## config.mk

```make
export PLATFORM = sky130hd
export DESIGN_NAME = seg_scan_ctrl
export DESIGN_NICKNAME = d
export VERILOG_FILES = /design/src/rtl/seg_scan_ctrl.sv
export SDC_FILE = /design/constraint.sdc
export NUM_CORES = 1
export LEC_CHECK = 0
export ABC_AREA = 1
export BUFFER_PORTS_ARGS = -buffer_cell sky130_fd_sc_hd__buf_2
export CORE_UTILIZATION = 39
export CTS_CLUSTER_DIAMETER = 40
export DETAILED_ROUTE_END_ITERATION = 10
export MAX_ROUTING_LAYER = met4
export SLEW_MARGIN = 20
export SYNTH_ARGS = -nofsm -noshare
export SYNTH_HDL_FRONTEND = slang
export SYNTH_SLANG_ARGS = --single-unit
```

## constraint.sdc

```tcl
create_clock -name clk -period 3.5 [get_ports clk]
set_clock_uncertainty 0.05 [all_clocks]
set_input_delay 0.175 -clock clk [delete_from_list [all_inputs] [get_ports clk]]
set_output_delay 0.175 -clock clk [all_outputs]
set_load 0.01 [all_outputs]
```

## src/rtl/seg_scan_ctrl.sv

```systemverilog
`default_nettype none
// ============================================================================
// Module   : seg_scan_ctrl
// Brief    : Time-multiplexed scan controller for an 8-digit seven-segment
//            display. Shows a 32-bit hex value (one nibble per digit). Each
//            digit slot starts with a blanking gap. New values are held in a
//            shadow buffer and applied only at frame boundaries.
// Ports    : clk         - system clock, rising edge
//            reset       - synchronous active-high reset
//            data_in     - nibble i drives digit i (digit 0 = bits 3:0)
//            mask_in     - per-digit enable, 1 = shown
//            load        - one-cycle strobe capturing data_in/mask_in
//            pending     - a captured value is waiting for the frame boundary
//            frame_start - one-cycle pulse as the digit 0 slot begins
//            num_csn     - digit select, active-low, at most one low
//            num_a_g     - segments, active-high, bit6 = a ... bit0 = g
// Revision : 1.0 - initial release
// ============================================================================
module seg_scan_ctrl #(
    parameter int SCAN_DIV = 50000,
    parameter int BLANK    = 16
) (
    input  logic        clk,
    input  logic        reset,
    input  logic [31:0] data_in,
    input  logic [7:0]  mask_in,
    input  logic        load,
    output logic        pending,
    output logic        frame_start,
    output logic [7:0]  num_csn,
    output logic [6:0]  num_a_g
);

    localparam int c_CW = (SCAN_DIV > 1) ? $clog2(SCAN_DIV) : 1;
    localparam logic [c_CW-1:0] c_CNT_LAST  = c_CW'(SCAN_DIV - 1);
    localparam logic [c_CW-1:0] c_BLANK_END = c_CW'(BLANK);

    logic [c_CW-1:0] r_cnt;
    logic [2:0]      r_idx;
    logic [31:0]     r_disp;
    logic [7:0]      r_dmask;
    logic [31:0]     r_sdata;
    logic [7:0]      r_smask;
    logic            r_pending;
    logic            r_frame_start;
    logic [7:0]      r_csn;
    logic [6:0]      r_seg;

    logic            w_slot_end;
    logic            w_boundary;
    logic            w_drive;
    logic [3:0]      w_nib;
    logic [6:0]      w_seg;

    assign w_slot_end = (r_cnt == c_CNT_LAST);
    assign w_boundary = w_slot_end && (r_idx == 3'd7);
    // Lit only past the blanking gap and only for enabled digits.
    assign w_drive    = (r_cnt >= c_BLANK_END) && r_dmask[r_idx];
    assign w_nib      = r_disp[{r_idx, 2'b00} +: 4];

    always_comb begin
        w_seg = 7'h00;
        case (w_nib)
            4'h0: w_seg = 7'h7E;
            4'h1: w_seg = 7'h30;
            4'h2: w_seg = 7'h6D;
            4'h3: w_seg = 7'h79;
            4'h4: w_seg = 7'h33;
            4'h5: w_seg = 7'h5B;
            4'h6: w_seg = 7'h5F;
            4'h7: w_seg = 7'h70;
            4'h8: w_seg = 7'h7F;
            4'h9: w_seg = 7'h7B;
            4'hA: w_seg = 7'h77;
            4'hB: w_seg = 7'h1F;
            4'hC: w_seg = 7'h4E;
            4'hD: w_seg = 7'h3D;
            4'hE: w_seg = 7'h4F;
            4'hF: w_seg = 7'h47;
            default: w_seg = 7'h00;
        endcase
    end

    always_ff @(posedge clk) begin
        if (reset) begin
            r_cnt         <= '0;
            r_idx         <= 3'd0;
            r_disp        <= 32'h0;
            r_dmask       <= 8'h00;
            r_sdata       <= 32'h0;
            r_smask       <= 8'h00;
            r_pending     <= 1'b0;
            r_frame_start <= 1'b0;
            r_csn         <= 8'hFF;
            r_seg         <= 7'h00;
        end else begin
            // Scan counters
            if (w_slot_end) begin
                r_cnt <= '0;
                r_idx <= r_idx + 3'd1;
            end else begin
                r_cnt <= r_cnt + 1'b1;
            end

            // Double buffering: a load coinciding with the boundary bypasses
            // the shadow so the fresher value is shown immediately.
            if (w_boundary) begin
                if (load) begin
                    r_disp  <= data_in;
                    r_dmask <= mask_in;
                end else if (r_pending) begin
                    r_disp  <= r_sdata;
                    r_dmask <= r_smask;
                end
                r_pending <= 1'b0;
            end else if (load) begin
                r_sdata   <= data_in;
                r_smask   <= mask_in;
                r_pending <= 1'b1;
            end

            r_frame_start <= w_boundary;

            // Pins are computed from the pre-edge counters: one cycle of lag.
            if (w_drive) begin
                r_csn <= ~(8'h01 << r_idx);
                r_seg <= w_seg;
            end else begin
                r_csn <= 8'hFF;
                r_seg <= 7'h00;
            end
        end
    end

    assign pending     = r_pending;
    assign frame_start = r_frame_start;
    assign num_csn     = r_csn;
    assign num_a_g     = r_seg;

endmodule
`default_nettype wire

```

# Word level (Yosys, flattened, before mapping)
# Memory sizes are Yosys's and may differ from the RTL's. A register that Yosys moved wholly into a read port is not among the register bits.
# Cells that the tools add are included.
[totals]
rom_bits = 112
ramBits = 0
latch_bits = 0
register_bits = 109
memories = 1
in_bits = 43
[op_classes]
add_sub_neg = 2
n_mul = 0
div_mod_pow = 0
reduce_logical = 8
n_mux = 6
magnitude_cmp = 2
eq_ne = 2
bitwise = 3
n_shift = 2
[mem_list]
columns = ["name", "words", "width", "read_ports", "rd_ports_with_merged_regs", "write_ports", "line_no", "source"]
rows = [
  ["(no name shown)", 16, 7, 1, 1, 0, "63", "case (w_nib)"],
]
[op_table]
columns = ["operator", "count"]
rows = [
  ["$mux 32", 2],
  ["$shiftx 32x6->4", 1],
  ["$add 16x1->16 const B", 1],
  ["$eq 16x16->1 const B", 1],
  ["$ge 16x5->1 const B", 1],
  ["$mux 8", 2],
  ["$not 8->8", 1],
  ["$shl 1x3->8 const A", 1],
  ["$reduce_or 2->1", 3],
  ["$lt 3x4->1 const B", 1],
  ["$reduce_and 2->1", 2],
  ["$add 3x1->3 const B", 1],
  ["$bmux 1 s3", 1],
  ["$eq 3x3->1 const B", 1],
  ["$logic_and 1x1->1", 2],
  ["$not 1->1", 2],
  ["$reduce_bool 2->1", 1],
  ["$mux 1", 1],
]

# Longest topological paths before layout
# Gate-level depths: netlist of the first run.
[depth]
depth_word = 5
depth_mapped = 15
depth_no_buf = 13

# Least setup slack after synthesis of the first run
# Ideal clock, no wire load.
[synth_path]
kind = "register -> register"
from = "reg r_idx[0]"
to = "reg r_seg[3] (netlist: num_a_g[3])"
stages_incl_launch_ff = 15
arrival_ns = 1.851
path_slack_ns = 1.486
path_cell_list = "dfxtp_1 buf_4 inv_4 buf_2 a21oi_1 o21ai_1 nand2_1 inv_1 o21ai_1 inv_1 ha_1 nand2_1 nand2_1 nor2_1 nor2_1"
[synth_via]
elab_chain_len = 5
elab_cells_between_ends = 6
[synth_rtl]
columns = ["element", "line_no", "source"]
rows = [
  ["start: declaration", "39", "logic [2:0] r_idx;"],
  ["start signal: assignment", "100", "r_idx <= r_idx + 3'd1;"],
  ["$bmux 1 s3", "58", "assign w_drive = (r_cnt >= c_BLANK_END) && r_dmask[r_idx];"],
  ["$mux 1 (not written as such)", "58", ""],
  ["$logic_and 1x1->1", "58", ""],
  ["$not 1->1 (no line)", "n/a", ""],
  ["$reduce_or 2->1 (no line)", "n/a", ""],
  ["end: declaration", "47", "logic [6:0] r_seg;"],
]
# Parallel ways exist; a longest one is shown, timed or not. The select of a mux whose other input is x is not followed.
# A chain may end at the register's enable or synchronous reset.

# Worst setup path in the final report of the first run
[layout_path]
from = "reg r_idx[1]"
to = "reg r_seg[3] (netlist: num_a_g[3])"
# Same word-level chain as after synthesis.

==> reports/metrics.cfg, run 1 <==
[timing]
fmaxAchievable_mhz=413
tns_ns=0
slew_headroom_pct=39.7
setup_ws_ns=1.08
worst_pin_slew_ns=0.905
drv_slew=0
hold_viol=0
min_period_ns=2.42
setup_viol=0
min_period_over_period_pct=69.1
rsz0062_at_grt=no

[grt]
grtUsageTotal_pct=18.1
grt_pass1_vias=4543
gr-total-overflow=0
grt_pass1_wl_mm=22.2
grt_max_degree=82
antenna_found_initial=0

[logic_synthesis]
syn_nets=819
synth_area_um2=5830
yosysWarnings=0
ys_ff_latch=116
synthArstFlopShare_pct=0
yosys.cell_types.count=31
ys_seq_area_share_pct=39.8
synth-edff-count=0
synth_ff_type=dfxtp_1
syn_avg_cell_area_um2=7.67
syn-instance-count=761

[cells_and_area]
drive_gt1_share_pct=23.4
multi_input_area_um2=3060
synthToLayoutAreaGrowth_pct=13.7
antennaDiodeCount=0
layout.nets=854
fill_cells=1523
final_cell_count_no_fill=991
final_area_um2=6630
seqCellArea_um2=2320

[run]
max_cap_violations=0

[placement]
hpwl_mm=8.24
io_buffer_count=59
dp_cells=961
place_ws_ns=1.10
gp_congestion=0.856
placedInstanceArea_um2=6120

[critical_path]
r2r-start=r_idx[1]
cp-end-kind=flop
cp_max_fo=13
max_stage_delay_ns=0.57
crit_slowest_cell=dfxtp_1
cp_data_arrival_time_ns=2.68
reg2reg_depth=12
crit_chain=inv_1 -> a21oi_1 -> o21ai_1 -> nand2_1 -> inv_1 -> o21ai_1 -> inv_1 -> ha_1 -> nand2_1 -> nand2_1 -> nor2_1 -> nor2_1
r2r_slack_ns=1.08
crit_type=flop to flop
start_kind=flop
crit_start=r_idx[1]
r2r-end=num_a_g[3]
cpLargestDelayFamily=flip-flops
cp_num_cells=12
worst_ep_required_time_ns=3.76
crit_buf_inv=3

[cts]
post-cts-setup-buffers=0
cts_buffer_depth=2
tritoncts=yes
clock-root-buffer=clkbuf_16
clkLatencyLatePin_ns=0.42
cts_resized=0
cts_num_sinks=116
cts_buffers=17
cts-htree-levels=4
cts-hold-fix-buffers=0
clk_pin_slew_ns=0.05

[detailed_routing]
drc=0
vias=4796
routed_wl_mm=12.9
post_drt_wl_per_cell_um=13.1
dr.pass1.iters=4
vias_per_cell=4.84
ant_nets=0
drtIter0Drc=352

[hold_path]
min_path_type=primary input to flop
holdPathStages=4
worstHoldStart=mask_in[4]
whs_endpoint=r_smask[4]

[power]
ir_drop_mv=0.335
cellPowerDensity_nw_per_um2=467
p_leak_nw=2.79
p_total_w=0.00310

[floorplanning]
die-area_um2=15500
rows=44
initial_core_util_pct=40.0
io_pins=60
die_w_um=124
core_area_um2=14600
die_height_um=124

[outcome]
status=finished, final reports clean

==> cell type report <==
type	count	share of cell area, %
Clock buffer	24	7.26
Clock inverter	6	0.453
Inverter	42	2.53
Multi-Input combinational cell	554	46.1
Sequential cell	116	35.0
Tap cell	184	3.47
Timing Repair Buffer	65	5.13
==> worst max path at each step <==
stage / end / slack (ns)
finish: num_a_g[3] / 1.08
detailed placement: num_a_g[3] / 1.10
floorplan: num_a_g[3] / 1.49
global placement: num_a_g[3] / 1.20
CTS: num_a_g[3] / 1.07
global route: num_a_g[3] / 0.82
==> logic make-up (layout without fill, tap and decap cells) <==
kind of cell	Yosys count	count (layout)	synth area share, %
compound gates	77	77	6.63
fa+ha+maj	15	15	3.22
flops	116	116	39.8
simple gates	419	419	34.4
xor+xnor	3	3	0.450
mux	40	40	7.72
buf+inv	91	137	7.74
==> power by group <==
group          switching (W)  total [W]  internal (W)
Clock               0.000570    0.00151      0.000941
Combinational       0.000111   0.000208     0.0000974
Sequential         0.0000218    0.00138       0.00136
==> through the flow <==
| step | hold WS, ns | util, % |
|---|---|---|
| after floorplan | 0.343 | - |
| after global placement | 0.403 | 42.0 |
| after detailed placement | 0.406 | 42.0 |
| after CTS | 0.0156 | 45.5 |
| after global routing | 0.0366 | 45.5 |
| final | 0.0232 | 45.5 |
==> cell usage after synthesis (3+ instances only) <==
cell type | number | share of area, %
or2_2 | 4 | 0.43
nand2_2 | 3 | 0.32
clkbuf_1 | 15 | 0.96
buf_4 | 3 | 0.39
o21ai_1 | 3 | 0.26
ha_1 | 15 | 3.2
nand3_1 | 34 | 2.9
nand3b_1 | 40 | 5.1
o21ai_0 | 17 | 1.5
buf_2 | 23 | 2.0
mux2_2 | 40 | 7.7
nor2_2 | 39 | 4.2
nor2_1 | 100 | 6.4
inv_2 | 5 | 0.32
nand4_1 | 34 | 3.6
buf_6 | 8 | 1.5
nand2_1 | 157 | 10
a21oi_1 | 56 | 4.8
dfxtp_1 | 116 | 40
inv_1 | 34 | 2.2
==> layer usage <==
metal | GRT usage (%) | vias up | routed length [um]
met3 | 4.55 | 17 | 498
met1 | 24.8 | 2131 | 6620
met5 | - | - | 0
met2 | 25.5 | 85 | 5600
li1 | - | 2563 | -
met4 | 7.02 | 0 | 206
==> layout by cell type, fill, tap and decap left out <==
cell	n
nand2_1	157
dfxtp_1	116
nor2_1	100
buf_2	59
a21oi_1	56
nand3b_1	40
mux2_2	40
nor2_2	39
nand3_1	34
nand4_1	34
inv_1	33
o21ai_0	17
clkbuf_16	17
ha_1	15
clkinv_2	6
buf_4	6
inv_2	5
or2_2	4
clkbuf_1	4
o21ai_1	3
nand2_2	3
clkbuf_8	3
inv_4	2
nand2_4	2
nor3_1	2
xor2_1	2
nor2_4	1
clkinv_4	1
clkinv_1	1
a31oi_1	1
or2_0	1
xnor2_1	1
nand3_4	1
or3_1	1
==> sequential cells by signal, summed over array words and instances (netlist names) <==
signal       flops
r_dmask          8
r_sdata         32
num_a_g          7
pending          1
r_smask          8
frame_start      1
r_disp          32
r_idx            3
r_cnt           16
num_csn          8
==> worst min-delay path, cell delays in order <==
cell and delay, ns:
buf_2 0.08, nand3b_1 0.09, nand2_1 0.04, nor2_1 0.06
Note: power is estimated with default switching activity, not from simulation.
==> run 2: changes to the inputs <==
==> constraint.sdc (replaced) <==
create_clock -name clk -period 2.2 [get_ports clk]
set_clock_uncertainty 0.05 [all_clocks]
set_input_delay 0.11 -clock clk [delete_from_list [all_inputs] [get_ports clk]]
set_output_delay 0.11 -clock clk [all_outputs]
set_load 0.01 [all_outputs]
==> reports/metrics.cfg, run 2 (synthesis gave the netlist of run 1 again) <==
[cts]
cts_buffer_depth=2  ; unchanged
cts_num_sinks=116  ; unchanged
tritoncts=yes
clkLatencyLatePin_ns=0.42  ; about the same
cts_buffers=17  ; unchanged
post-cts-setup-buffers=0  ; unchanged
cts-htree-levels=4  ; unchanged
clock-root-buffer=clkbuf_16
clk_pin_slew_ns=0.05  ; about the same

[power]
cellPowerDensity_nw_per_um2=787  ; +68%
p_leak_nw=3.10  ; +11%
ir_drop_mv=0.559  ; +67%

[timing]
fmaxAchievable_mhz=506  ; +23%
slew_headroom_pct=59.3  ; +20 points
rsz0062_at_grt=no
drv_slew=0  ; unchanged
hold_viol=0  ; unchanged
tns_ns=0  ; unchanged
worst_pin_slew_ns=0.610  ; -0.295 ns
setup_viol=0  ; unchanged
min_period_ns=1.97  ; -0.445 ns
min_period_over_period_pct=89.8  ; +21 points

[floorplanning]
initial_core_util_pct=40.0  ; unchanged
io_pins=60  ; unchanged
core_area_um2=14600  ; unchanged
die_height_um=124  ; unchanged
die-area_um2=15500  ; unchanged
rows=44  ; unchanged
die_w_um=124  ; unchanged

[placement]
dp_cells=972  ; +1.1%
io_buffer_count=59  ; unchanged
gp_congestion=0.840  ; -2.0%
hpwl_mm=8.58  ; +4.1%

[cells_and_area]
final_common_cell=nand2_1
fill_cells=1421  ; -6.7%
mostFrequentLayoutCells=nand2_1 (156), dfxtp_1 (116), nor2_1 (100)
seqCellArea_um2=2320  ; unchanged
synthToLayoutAreaGrowth_pct=25.5
final_cell_count_no_fill=1043  ; +5.2%
top_regs=r_disp (32), r_sdata (32), r_cnt (16)
multi_input_area_um2=3060  ; about the same
layout.nets=904  ; +5.9%
antennaDiodeCount=0  ; unchanged
drive_gt1_share_pct=23.9  ; +0.44 points

[detailed_routing]
ant_nets=0  ; unchanged
vias_per_cell=4.80  ; -0.77%
vias=5009  ; +4.4%
drtIter0Drc=269  ; -24%
drc=0  ; unchanged
dr.pass1.iters=4  ; unchanged
routed_wl_mm=13.2  ; +1.9%
post_drt_wl_per_cell_um=12.6  ; -3.2%

[grt]
grt_pass1_vias=4713  ; +3.7%
grt_pass1_wl_mm=22.8  ; +3.0%
grt_max_degree=57  ; -30%
antenna_found_initial=0  ; unchanged
grtUsageTotal_pct=18.7  ; +0.55 points
gr-total-overflow=0  ; unchanged

[run]
max_cap_violations=0  ; unchanged

[hold_path]
min_path_type=primary input to flop

[critical_path]
worst_ep_required_time_ns=2.46  ; -1.30 ns
crit_type=flop to flop
cp_max_fo=20  ; +7
start_kind=flop
cp_data_arrival_time_ns=2.23  ; -0.45 ns
cp-end-kind=flop

[outcome]
status=finished, final reports clean

## run 2: what timing repair did
| action | CTS | global route |
|---|---|---|
| resized for setup | 0 | 2 |
| setup endpoints to repair | 0 | 6 |
| endpoints found under the hold margin | 39 | 0 |
| hold buffers | 39 | 0 |
## run 2: path summary, 6_finish.rpt
check / from / endpoint / slack (ns) / cells after the start
min reg2reg: r_disp[12] / r_disp[12] / 0.41 / 2
min: mask_in[4] / r_smask[4] / 0.02 / 4
max: r_idx[0] / num_a_g[3] / 0.23 / 12
max reg2reg: r_idx[0] / num_a_g[3] / 0.23 / 12
## run 2: critical path: stages, from the launching register on
cell and delay (ns):
dfxtp_1 0.46, inv_4 0.14, a21oi_1 0.16, o21ai_1 0.09, nand2_1 0.07, inv_1 0.04
o21ai_1 0.17, inv_1 0.12, ha_1 0.30, nand2_1 0.07, nand2_1 0.07, nor2_1 0.08
nor2_1 0.05
## run 2: final cells by class
cell class,count,share of cell area [%]
multi-input combinational,554,41.8
sequential,116,31.7
timing repair buffer,115,11.8
clock buffer,22,6.47
tap,184,3.14
clock inverter,10,2.73
inverter,42,2.29
## run 2: where the power goes
group | switching [W] | internal (W) | leakage [nW]
Combinational | 0.000191 | 0.000214 | 1.82
Clock | 0.000957 | 0.00220 | 0.334
Sequential | 0.0000348 | 0.00216 | 0.946
Total | 0.00118 | 0.00458 | 3.10
## run 2: stage by stage
| stage | hold WS [ns] | utilization, % | setup slack (ns) | power, W | area (um2) |
|---|---|---|---|---|---|
| after CTS | 0.00580 | 50.2 | 0.171 | 0.00580 | 7320 |
| after floorplan | 0.278 | - | 0.186 | 0.00249 | 5830 |
| after global routing | 0.0611 | 50.2 | 0.00908 | 0.00596 | 7320 |
| after global placement | 0.384 | 42.9 | 0.216 | 0.00259 | 6250 |
| final | 0.0158 | 50.2 | 0.225 | 0.00576 | 7320 |
| after detailed placement | 0.386 | 42.9 | 0.184 | 0.00259 | 6250 |
## run 2: routing by layer
metal  share of wire [%]  routed length, um  track usage [%]
met3                 4.0                522             5.33
met4                 1.1                149             5.60
met1                  51               6660             24.3
met5                   0                  0                -
met2                  44               5840             28.0
